--- src/rtl/sqrt_pkg.sv ---
// Shared constants and helper functions for the sqrt result path.
// Holds the result-width derivation from the sqrt operand width and the
// width formulas used by the packer and its word FIFO.
package sqrt_pkg;

    // Operand width of the upstream sqrt stage. A sqrt result is half as wide.
    localparam int DATA_WIDTH_DEF = 8;

    function automatic int res_width_of(input int data_width);
        return data_width / 2;
    endfunction

    localparam int RES_WIDTH_DEF = res_width_of(DATA_WIDTH_DEF);

    // Ceiling log2 for elaboration-time widths. clog2(1) is 0.
    function automatic int clog2(input int value);
        int r;
        int v;
        r = 0;
        v = value - 1;
        while (v > 0) begin
            r = r + 1;
            v = v >> 1;
        end
        return r;
    endfunction

    // Width of one packed word holding PACK results.
    function automatic int word_w_of(input int res_width, input int pack);
        return res_width * pack;
    endfunction

    // FIFO pointer width. The level counter is one bit wider so it can hold DEPTH.
    function automatic int ptr_w_of(input int depth);
        return clog2(depth);
    endfunction

endpackage

--- src/rtl/fifo_sync_rst.sv ---
// Synchronous word FIFO with show-ahead head register output.
// A push into a full FIFO is accepted when a pop happens on the same edge.
// A push into an empty FIFO is never forwarded to the output in the same cycle.
module fifo_sync_rst
    import sqrt_pkg::*;
#(
    parameter int WIDTH = 8,
    parameter int DEPTH = 4,
    localparam int PTR_W = ptr_w_of(DEPTH)
) (
    input  logic             clk,
    input  logic             rst,
    input  logic             push,
    input  logic [WIDTH-1:0] wdata,
    input  logic             pop,
    output logic [WIDTH-1:0] rdata,
    output logic             full,
    output logic             empty,
    output logic [PTR_W:0]   level,
    output logic             drop
);

    logic [WIDTH-1:0] r_mem [DEPTH];
    logic [PTR_W-1:0] r_wr_ptr;
    logic [PTR_W-1:0] r_rd_ptr;
    logic [PTR_W:0]   r_count;

    logic w_pop;
    logic w_push;

    // Qualify requests: pop only when data is present, push when room exists
    // now or a slot is being freed on this same edge.
    always_comb begin
        w_pop  = pop && !empty;
        w_push = push && (!full || w_pop);
    end

    assign full  = (r_count == (PTR_W + 1)'(DEPTH));
    assign empty = (r_count == '0);
    assign level = r_count;
    assign drop  = push && !w_push;
    // Head word comes straight from storage: no path from push or pop.
    assign rdata = r_mem[r_rd_ptr];

    // Storage, pointers and occupancy; pointers wrap naturally at DEPTH.
    always_ff @(posedge clk) begin
        if (rst) begin
            for (int i = 0; i < DEPTH; i++) begin
                r_mem[i] <= '0;
            end
            r_wr_ptr <= '0;
            r_rd_ptr <= '0;
            r_count  <= '0;
        end else begin
            if (w_push) begin
                r_mem[r_wr_ptr] <= wdata;
                r_wr_ptr        <= r_wr_ptr + 1'b1;
            end
            if (w_pop) begin
                r_rd_ptr <= r_rd_ptr + 1'b1;
            end
            case ({w_push, w_pop})
                2'b10:   r_count <= r_count + 1'b1;
                2'b01:   r_count <= r_count - 1'b1;
                default: r_count <= r_count;
            endcase
        end
    end

endmodule

--- src/rtl/sqrt_res_packer.sv ---
// Packs consecutive sqrt results into wide words and buffers them in a FIFO.
// The sqrt stage cannot be stalled, so words are dropped only when the FIFO
// is full and not draining; each drop raises a sticky overflow flag.
module sqrt_res_packer
    import sqrt_pkg::*;
#(
    parameter int RES_WIDTH = RES_WIDTH_DEF,
    parameter int PACK      = 2,
    parameter int DEPTH     = 4,
    localparam int WORD_W   = word_w_of(RES_WIDTH, PACK),
    localparam int PTR_W    = ptr_w_of(DEPTH),
    localparam int IDX_W    = clog2(PACK)
) (
    input  logic                 clk,
    input  logic                 rst,
    input  logic                 in_vld,
    input  logic [RES_WIDTH-1:0] in_res,
    input  logic                 flush,
    input  logic                 out_rdy,
    output logic                 out_vld,
    output logic [WORD_W-1:0]    out_data,
    output logic [PTR_W:0]       level,
    output logic                 overflow,
    input  logic                 ovf_clr
);

    // Handshake: a word leaves the FIFO on a rising edge where out_vld and
    // out_rdy are both high; out_rdy is ignored while out_vld is low, and
    // out_data holds steady while out_vld is high and out_rdy is low.

    logic [IDX_W-1:0]  r_idx;
    logic [WORD_W-1:0] r_pack;
    logic              r_overflow;

    logic [WORD_W-1:0] w_word;
    logic              w_last;
    logic              w_push;
    logic              w_full;
    logic              w_empty;
    logic              w_drop;

    // Word as it stands after this cycle's result is slotted at idx.
    always_comb begin
        w_word = r_pack;
        for (int k = 0; k < PACK; k++) begin
            if (in_vld && (r_idx == IDX_W'(k))) begin
                w_word[k*RES_WIDTH +: RES_WIDTH] = in_res;
            end
        end
    end

    // A word is pushed when its last slot fills, or on flush when it holds
    // at least one result (either already buffered or arriving now).
    always_comb begin
        w_last = in_vld && (r_idx == IDX_W'(PACK - 1));
        w_push = w_last || (flush && (in_vld || (r_idx != '0)));
    end

    // Pack buffer and slot index; the buffer is cleared on every push so
    // unfilled slots of a flushed word read as zero.
    always_ff @(posedge clk) begin
        if (rst) begin
            r_idx  <= '0;
            r_pack <= '0;
        end else if (w_push) begin
            r_idx  <= '0;
            r_pack <= '0;
        end else if (in_vld) begin
            r_idx  <= r_idx + 1'b1;
            r_pack <= w_word;
        end
    end

    // Sticky overflow: a drop on the same edge as a clear leaves it set.
    always_ff @(posedge clk) begin
        if (rst) begin
            r_overflow <= 1'b0;
        end else if (w_drop) begin
            r_overflow <= 1'b1;
        end else if (ovf_clr) begin
            r_overflow <= 1'b0;
        end
    end

    fifo_sync_rst #(
        .WIDTH (WORD_W),
        .DEPTH (DEPTH)
    ) u_fifo (
        .clk   (clk),
        .rst   (rst),
        .push  (w_push),
        .wdata (w_word),
        .pop   (out_rdy),
        .rdata (out_data),
        .full  (w_full),
        .empty (w_empty),
        .level (level),
        .drop  (w_drop)
    );

    assign out_vld  = !w_empty;
    assign overflow = r_overflow;

    // Full status is implied by level; kept as a named net for probing.
    logic w_unused_full;
    assign w_unused_full = w_full;

endmodule

--- config.mk ---
export PLATFORM = sky130hd
export DESIGN_NAME = sqrt_res_packer
export DESIGN_NICKNAME = d
export VERILOG_FILES = /design/src/rtl/sqrt_pkg.sv /design/src/rtl/fifo_sync_rst.sv /design/src/rtl/sqrt_res_packer.sv
export SDC_FILE = /design/constraint.sdc
export NUM_CORES = 1
export LEC_CHECK = 0
export ABC_AREA = 1
export CORE_ASPECT_RATIO = 2
export CORE_MARGIN = 3
export CORE_UTILIZATION = 55
export CTS_BUF_LIST = sky130_fd_sc_hd__clkbuf_4 sky130_fd_sc_hd__clkbuf_8
export DETAILED_ROUTE_END_ITERATION = 16
export PLACE_DENSITY = 0.87
export REMOVE_ABC_BUFFERS = 1
export SLEW_MARGIN = 20
export SYNTH_ARGS = -nofsm -noshare
export SYNTH_HDL_FRONTEND = slang
export SYNTH_HIERARCHICAL = 1
export SYNTH_SLANG_ARGS = --single-unit
--- constraint.sdc ---
create_clock -name clk -period 2.81 [get_ports clk]
set_input_delay 0.843 -clock clk [delete_from_list [all_inputs] [get_ports clk]]
set_output_delay 0.843 -clock clk [all_outputs]
set_load 0.03 [all_outputs]
== Yosys cells after proc, flatten, opt, wreduce, memory -nomap -nowiden ==
Memory sizes are Yosys's and may differ from the RTL's. A register that Yosys moved wholly into a read port is not among the register bits.
Cells that the tools add are included.

* Bits in registers: 17
* Output and inout bits: 13
* RAM bits: 32
* Input bits: 10
* Word-level logic and storage cells: 48
* Memories: 1

{| class="wikitable"
|+ Memory list
! memory !! depth !! bits a word !! read ports !! clocked after Yosys merged registers in !! wr ports !! RTL line !! source
|-
| u_fifo.r_mem || 4 || 8 || 1 || 1 || 4 || fifo_sync_rst.sv:23 || <nowiki>logic [WIDTH-1:0] r_mem [DEPTH];</nowiki>
|}

* Bitwise operators: 1
* Add/subtract/negate cells: 5
* Equal/unequal tests: 3
* Mux-type cells: 15
* Reductions and logical operators: 17

{| class="wikitable"
|+ Operators with widths
! kind !! number
|-
| 2-to-1 mux 1 bit || 8
|-
| 2-to-1 mux 4 bit || 2
|-
| 2-to-1 mux 8 bit || 1
|-
| OR reduction 8 bit || 1
|-
| logical AND 1 bit || 6
|-
| 2-to-1 mux 2 bit || 3
|-
| one-hot mux 3 bit (2 select lines) || 1
|-
| adder 2 x 1 -> 2 bit (second input constant) || 2
|-
| nonzero test 2 bit || 2
|-
| adder 3 x 1 -> 3 bit (second input constant) || 1
|-
| == test 3 bit (second input constant) || 1
|-
| logical NOT 1 bit || 3
|-
| logical NOT 3 bit || 1
|-
| logical OR 1 bit || 3
|-
| subtractor 3 x 1 -> 3 bit (second input constant) || 1
|-
| == test 2 x 1 -> 1 bit (second input constant) || 1
|-
| == test 2 bit (second input constant) || 1
|-
| OR reduction 2 bit || 1
|-
| adder 1 bit (second input constant) || 1
|-
| NOT 1 bit || 1
|}

== Depth between registers and ports, before layout ==
Gate-level depths: netlist (run 1).

* Word-level depth: 10
* Mapped depth: 13
* Depth with buffers taken out: 13

== Cells and area by module ==
Netlist (run 1), hierarchy kept.

{| class="wikitable"
|+ By module, submodules not included
! module !! times used !! cells an instance !! sequential area each (µm²) !! area an instance (µm²)
|-
| fifo_sync_rst || 1 || 190 || 1141.1 || 1855.5
|-
| sqrt_res_packer || 1 || 71 || 200.2 || 470.5
|}

== Worst setup path before layout (run 1) ==
OpenSTA, ideal clock, no wires.

* Path kind: input port to flip-flop
* Start: input port in_vld
* End: memory u_fifo.r_mem[0][0] (enable)
* Setup slack: 0.358 ns
* Cell stages on the path: 6
* Library setup time: 0.384 ns
* Buffers on the path: 0
* Arrival time: 2.068 ns
* Data required time: 2.426 ns
* Path through: nand2_4 > nand2_2 > nand2_2 > inv_1 > nand4_2 > o21ai_0

{| class="wikitable"
|+ RTL lines
! what !! RTL line !! source
|-
| start: declaration || sqrt_res_packer.sv:16 || <nowiki>input logic in_vld,</nowiki>
|-
| end: declaration || fifo_sync_rst.sv:23 ||
|}

== Worst setup path in the final report (run 1) ==
* Start: input port in_vld
* End: register u_fifo.r_count[2] (netlist: u_fifo/level[2])

* Cells in the longest elaborated chain, start to end: 6
* Elaborated cells between the ends (all ways): 9
* Classes of those cells: 2 x eq/ne; 1 x mux; 6 x reduce/logical

{| class="wikitable"
|+ Ends and longest elaborated chain
! what !! RTL line !! source
|-
| logical OR 1 bit || sqrt_res_packer.sv:56 || <nowiki>w_push = w_last || (flush && (in_vld || (r_idx != '0)));</nowiki>
|-
| logical AND 1 bit || sqrt_res_packer.sv:56 ||
|-
| logical OR 1 bit * || sqrt_res_packer.sv:56 ||
|-
| via w_push || sqrt_res_packer.sv:37 || <nowiki>logic w_push;</nowiki>
|-
| logical AND 1 bit * || fifo_sync_rst.sv:35 || <nowiki>w_push = push && (!full || w_pop);</nowiki>
|-
| == test 2 x 1 -> 1 bit / == test 2 bit (equally long branches) || fifo_sync_rst.sv:62 || <nowiki>case ({w_push, w_pop})</nowiki>
|-
| one-hot mux 3 bit (2 select lines) / nonzero test 2 bit (equally long branches) || - ||
|-
| end signal: assignment || fifo_sync_rst.sv:63 || <nowiki>2'b10: r_count <= r_count + 1'b1;</nowiki>
|-
| end signal: assignment || fifo_sync_rst.sv:64 || <nowiki>2'b01: r_count <= r_count - 1'b1;</nowiki>
|-
| end signal: assignment || fifo_sync_rst.sv:65 || <nowiki>default: r_count <= r_count;</nowiki>
|-
| end: declaration || fifo_sync_rst.sv:26 || <nowiki>logic [PTR_W:0] r_count;</nowiki>
|}

Mark *: on every way through the listed nets, which the timed path passes. The rest lies on a longest branch.
A chain may end at the register's enable or synchronous reset.

==> summary.md, run 1 <==
| Metric | Value |
|---|---|
| CTS max path bufs | 2 |
| Chip width | 51.9 um |
| Proportion of layout cells with a drive suffix above 1 | 12.3% |
| Overall power | 2.07 mW |
| Hold Crit Depth | 2 |
| Grt ovf | 0 |
| CP Capture Type | flop |
| Num CTS Buffers | 5 |
| Met3 wire len | 151 um |
| DRT antenna net count | 0 |
| Crit Path Category | primary input to flop |
| Crit path required time | 3000 ps |
| Worst R2R Path Depth | 12 |
| Placed Cells | 342 |
| Worst vdd ir | 0.665 mV |
| Tmin final | 2660 ps |
| Leak | 1.32 nW |
| Final setup violation count | 0 |
| Met2 WL | 2620 um |
| Via Count | 1,773 |
| Starting DRT DRC Count | 47 |
| Port Buffers | 22 |
| Clock Skew | 6.25 ps |
| Die height | 97.9 um |
| Drc violations | 0 |
| Ys Warns | 6 |
| Clk root buf | clkbuf_8 |
| Hold crit path type | flop to flop |
| Hold Buf Count CTS | 0 |
| Global-route wire length before repair | 7530 um |
| Avg Inst Size Synth | 8.93 um^2 |
| Initial core utilization | 58.6% |
| Drt first pass iters | 4 |
| Critical path data arrival time | 2850 ps |
| Area of the die | 0.00508 mm^2 |
| Flop pwr share | 44.9% |
| Routed wire length | 4430 um |
| Pwr per Cell Area | 740 mW/mm^2 |
| Vias per cell | 5.05 |
| Finished Layout Cells | 351 |
| Hold Violations, Final | 0 |
| CTS tree | yes |
| Post-Syn Instances | 260 |
| GRT Resource Usage Total | 19.3% |
| Largest net degree at the start of global routing | 17 |
| Worst-Skew Late Latency | 300 ps |
| Final Cycle Share | 94.6% |
| Placer Congestion | 0.733 |
| Rel. slew slack | 72.6% |
| Comb power frac | 35.3% |
| Vias in the first global route | 1,749 |
| Cell internal pwr | 1.32 mW |
| Syn-to-layout area delta | 20.5% |
| Post-DP HPWL | 3510 um |
| Floorplan row count | 32 |
| Wl on met1 | 1550 um |
| H-Tree Depth | 2 |
| Antenna violations before repair | 0 |
| F_max | 376 MHz |
| Status | complete, no violations |
| Fin nets | 311 |
| Switching power | 751 uW |
| Sink Count | 51 |
| CP max FO | 7 |
| Wire per inst | 12.6 um |
| Core ar. | 0.00396 mm^2 |
| Clk pwr share | 19.8% |
| Clk slew on worst S/H paths | 90 ps |
| Max-slew violation count | 0 |
| Highest metal used | met4 |
| Sw frac | 36.3% |
| CP startpoint kind | primary input |
| Antenna fix cells | 0 |
| Mapped cell area | 0.00232 mm^2 |
| Max Cap Viol | 0 |
| Slew @ Worst Pin | 410 ps |
| RSZ-0062 raised after global routing | no |
| IO Count | 23 |
-- registers in the layout, summed over array words and instances (netlist names), named ones only --
signal           count
r_idx                1
u_fifo/r_rd_ptr      2
u_fifo/r_wr_ptr      2
u_fifo/r_mem        32
r_pack               8
overflow             1
u_fifo/level         3
-- per-layer routing --
| metal | GRT usage, % | up-vias |
|---|---|---|
| met5 | 0 | - |
| met4 | 8.28 | 0 |
| met3 | 2.90 | 14 |
| met2 | 36.8 | 42 |
| met1 | 19.3 | 815 |
| li1 | - | 902 |
-- cell type report --
type	count	area, um^2
Sequential cell	51	1340
Fill cell	283	1170
Multi-Input combinational cell	151	759
Timing Repair Buffer	35	332
Inverter	55	210
Clock buffer	5	68.8
Tap cell	51	63.8
Clock inverter	3	20.0
-- worst max-delay path: stages --
cell	delay (ps)
clkdlybuf4s50_1	550
inv_1	100
nand2_1	80
nand2_2	110
inv_1	80
nand2_4	70
ha_1	160
inv_1	70
fa_1	380
nand2_1	80
nand3_1	90
o21ai_0	170
a21oi_1	60
-- power by group through the flow --
| stage | clock, mW | combinational [mW] | sequential, mW |
|---|---|---|---|
| after floorplan | 0 | 0.424 | 0.972 |
| after global placement | 0 | 0.731 | 0.940 |
| after detailed placement | 0 | 0.755 | 0.944 |
| after CTS | 0.416 | 0.740 | 0.931 |
| after global routing | 0.442 | 0.799 | 0.943 |
| final | 0.409 | 0.730 | 0.930 |
-- worst paths after layout --
check / start / end / slack, ps
hold reg to reg: u_fifo/r_rd_ptr[1]$_SDFFE_PP0P_ / u_fifo/r_rd_ptr[1]$_SDFFE_PP0P_ / 520
setup / recovery: in_vld / u_fifo/level[2]$_SDFFE_PP0P_ / 150
setup reg to reg: r_idx$_SDFFE_PP0P_ / u_fifo/level[2]$_SDFFE_PP0P_ / 830
hold / removal: u_fifo/r_rd_ptr[1]$_SDFFE_PP0P_ / u_fifo/r_rd_ptr[1]$_SDFFE_PP0P_ / 520
-- metrics by stage --
step                setup WS, ps  cell area (um^2)  util, %  TNS, ps  hold slack (ps)
global route                8.43              2800     70.5        0              544
floorplan                    358              2310        -        0              462
CTS                         7.46              2790     70.3        0              519
global placement           -44.7              2690     68.0    -44.7              477
detailed placement          -156              2690     68.0     -225              505
finish                       151              2800     70.5        0              516
-- layout by cell type, fill, tap and decap left out, types with 3 or more instances in the layout --
cell             instances
a21oi_1                  6
inv_1                   53
nand2_1                 33
nand3b_1                 4
nor3_1                   8
nor2_1                  46
nand3_1                  3
buf_4                   12
dfxtp_1                 18
o21ai_0                 26
dlymetal6s2s_1           3
o22ai_1                  8
nand2_4                  3
nand2_2                  7
clkdlybuf4s50_1         14
edfxtp_1                32
dlygate4sd2_1            5
clkbuf_8                 5
-- what timing repair did --
| action | in CTS | in global routing |
|---|---|---|
| gates resized for setup | 6 | 4 |
| buffers inserted | 1 | 0 |
| setup endpoints to repair | 8 | 3 |
| hold endpoints to repair | 0 | 0 |
| cloned | 0 | 0 |
Note: power is estimated with default switching activity, not from simulation.
==> inputs of run 2 (changes only) <==
Settings changed: CORE_ASPECT_RATIO 2 to default, DONT_BUFFER_PORTS from default to 1, PLACE_DENSITY 0.87 to 0.8.
==> summary.md, run 2 (same netlist as run 1, synthesis figures left out) <==
| Metric | Value |
|---|---|
| Comb power frac | 30.8% |
| Via Count | 1,656 |
| Num CTS Buffers | 5 |
| Cell internal pwr | 1.25 mW |
| Hold Buf Count CTS | 0 |
| Antenna fix cells | 0 |
| Rel. slew slack | 71.6% |
| CP Capture Type | output port |
| Drc violations | 0 |
| Crit path depth | 5 |
| F_max | 409 MHz |
| RSZ-0062 raised after global routing | no |
| Commonest non-fill, non-tap cell in the layout | inv_1 |
| Post-DP HPWL | 3020 um |
| Worst r2r src | u_fifo/level[2]$_SDFFE_PP0P_ |
| Slew @ Worst Pin | 425 ps |
| Final setup violation count | 0 |
| GRT Resource Usage Total | 17.9% |
| Fin Setup TNS | 0 ps |
| CTS max path bufs | 2 |
| DRT antenna net count | 0 |
| Clk slew on worst S/H paths | 90 ps |
| Hold Violations, Final | 0 |
| Vias in the first global route | 1,600 |
| CP startpoint kind | flop |
| Global-route wire length before repair | 7120 um |
| Placer Congestion | 0.806 |
| Largest stage delay, worst path | 340 ps |
| Hold crit path type | flop to flop |
| Largest register FFs | 32 |
| Switching power | 722 uW |
| Cell Chain, Critical Path | buf_4, inv_1, nor2_1, o22ai_1, buf_4 |
| Initial core utilization | 60.2% |
| Flop pwr share | 48.6% |
| CP max FO | 17 |
| Grt ovf | 0 |
| Clock Skew | 5.56 ps |
| Fill count | 328 |
| Register Area | 0.00134 mm^2 |
| Proportion of layout cells with a drive suffix above 1 | 12.6% |
| Starting DRT DRC Count | 120 |
| Worst R2R Path Depth | 11 |
| Overall power | 1.97 mW |
| Max Cap Viol | 0 |
| Post-CTS Resized | 0 |
| Worst Min Path Start | u_fifo/r_rd_ptr[1]$_SDFFE_PP0P_ |
| Chip width | 71.0 um |
| Sink Count | 51 |
| H-Tree Depth | 2 |
| Worst setup path endpoint | out_data[0] |
| Floorplan row count | 22 |
| Crit Path Category | flop to output port |
| Most frequent cells in the layout | 54 x inv_1, 46 x nor2_1, 33 x nand2_1 |
| Clk pwr share | 20.7% |
| Die height | 71.0 um |
| Fin nets | 288 |
| Port Buffers | 0 |
| Vias per cell | 5.10 |
| Most flops, register | u_fifo/r_mem |
| Core ar. | 0.00385 mm^2 |
| Drt first pass iters | 4 |
| IO Count | 23 |
| CTS tree | yes |
| Tmin final | 2440 ps |
| Leak | 1.19 nW |
| Sw frac | 36.7% |
| Syn-to-layout area delta | 9.70% |
| R2R Setup Slk | 710 ps |
| Area of the die | 0.00504 mm^2 |
| Status | complete, no violations |
| Routed wire length | 4120 um |
| Final Cycle Share | 87.0% |
| Crit path required time | 1970 ps |
| Pwr per Cell Area | 773 mW/mm^2 |
| Wire per inst | 12.7 um |
| Worst r2r dst | u_fifo/level[2]$_SDFFE_PP0P_ |
| Worst Path Buf+Inv | 3 |
| Worst vdd ir | 0.573 mV |
| Area occupied by multi-input gates | 759 um^2 |
| Worst-Skew Late Latency | 300 ps |
| Crit-path leading delay family | buffers and inverters |
| Largest net degree at the start of global routing | 18 |
| Slowest stage cell, crit path | inv_1 |
| Critical path data arrival time | 1600 ps |
| Antenna violations before repair | 0 |
| Most used cell, CP | buf_4 |
| Max-slew violation count | 0 |
| Post-CTS Setup Repair Bufs | 0 |
| Clk root buf | clkbuf_8 |
-- run 2: per-layer routing --
| layer | track usage, % | part of all wire (%) |
|---|---|---|
| met5 | 0 | 0 |
| met4 | 5.01 | 1.2 |
| met3 | 3.98 | 6.2 |
| met2 | 29.7 | 49 |
| met1 | 23.8 | 44 |
-- run 2: power groups by stage --
| stage | registers [mW] | logic [mW] | clock network [mW] |
|---|---|---|---|
| final | 0.956 | 0.606 | 0.407 |
| after floorplan | 0.972 | 0.424 | 0 |
| after global routing | 0.965 | 0.674 | 0.450 |
| after detailed placement | 0.974 | 0.606 | 0 |
| after CTS | 0.957 | 0.610 | 0.415 |
| after global placement | 0.971 | 0.589 | 0 |
-- run 2: worst min-delay path by stage --
stage / to / depth (start not counted)
floorplan: flop / 2
global placement: u_fifo/r_rd_ptr[1]$_SDFFE_PP0P_ / 2
detailed placement: u_fifo/r_rd_ptr[1]$_SDFFE_PP0P_ / 2
CTS: u_fifo/r_rd_ptr[1]$_SDFFE_PP0P_ / 2
global route: flop / 2
finish: u_fifo/r_rd_ptr[1]$_SDFFE_PP0P_ / 2
-- run 2: metrics by stage --
step / instance area [um^2] / utilization [%] / setup slack (ps) / cells / hold WS (ps)
4_1_cts: 2550 / 66.1 / 355 / 325 / 503
2_1_floorplan: 2310 / - / 358 / 257 / 462
3_3_place_gp: 2460 / 63.8 / 451 / 317 / 483
5_1_grt: 2550 / 66.1 / 199 / 325 / 528
3_5_place_dp: 2460 / 63.8 / 366 / 317 / 490
6_report: 2550 / 66.1 / 365 / 325 / 499
-- run 2: area by class of cell --
cell class	count	area share [%]
Clock inverter	2	0.491
Timing Repair Buffer	12	3.54
Inverter	55	8.11
Sequential cell	51	52.7
Clock buffer	6	3.00
Tap cell	48	2.36
Multi-Input combinational cell	151	29.8
-- run 2: tightest hold or removal path, stage by stage, from the launching register on --
cell     delay, ps
dfxtp_1        330
nand2_1         60
a21oi_1         70
==> inputs of run 3 (changes only) <==
Settings changed: CTS_CLUSTER_DIAMETER from default to 80.
==> results of run 3 <==
Same layout as run 2: the final DEF is identical, and so are final timing and power.
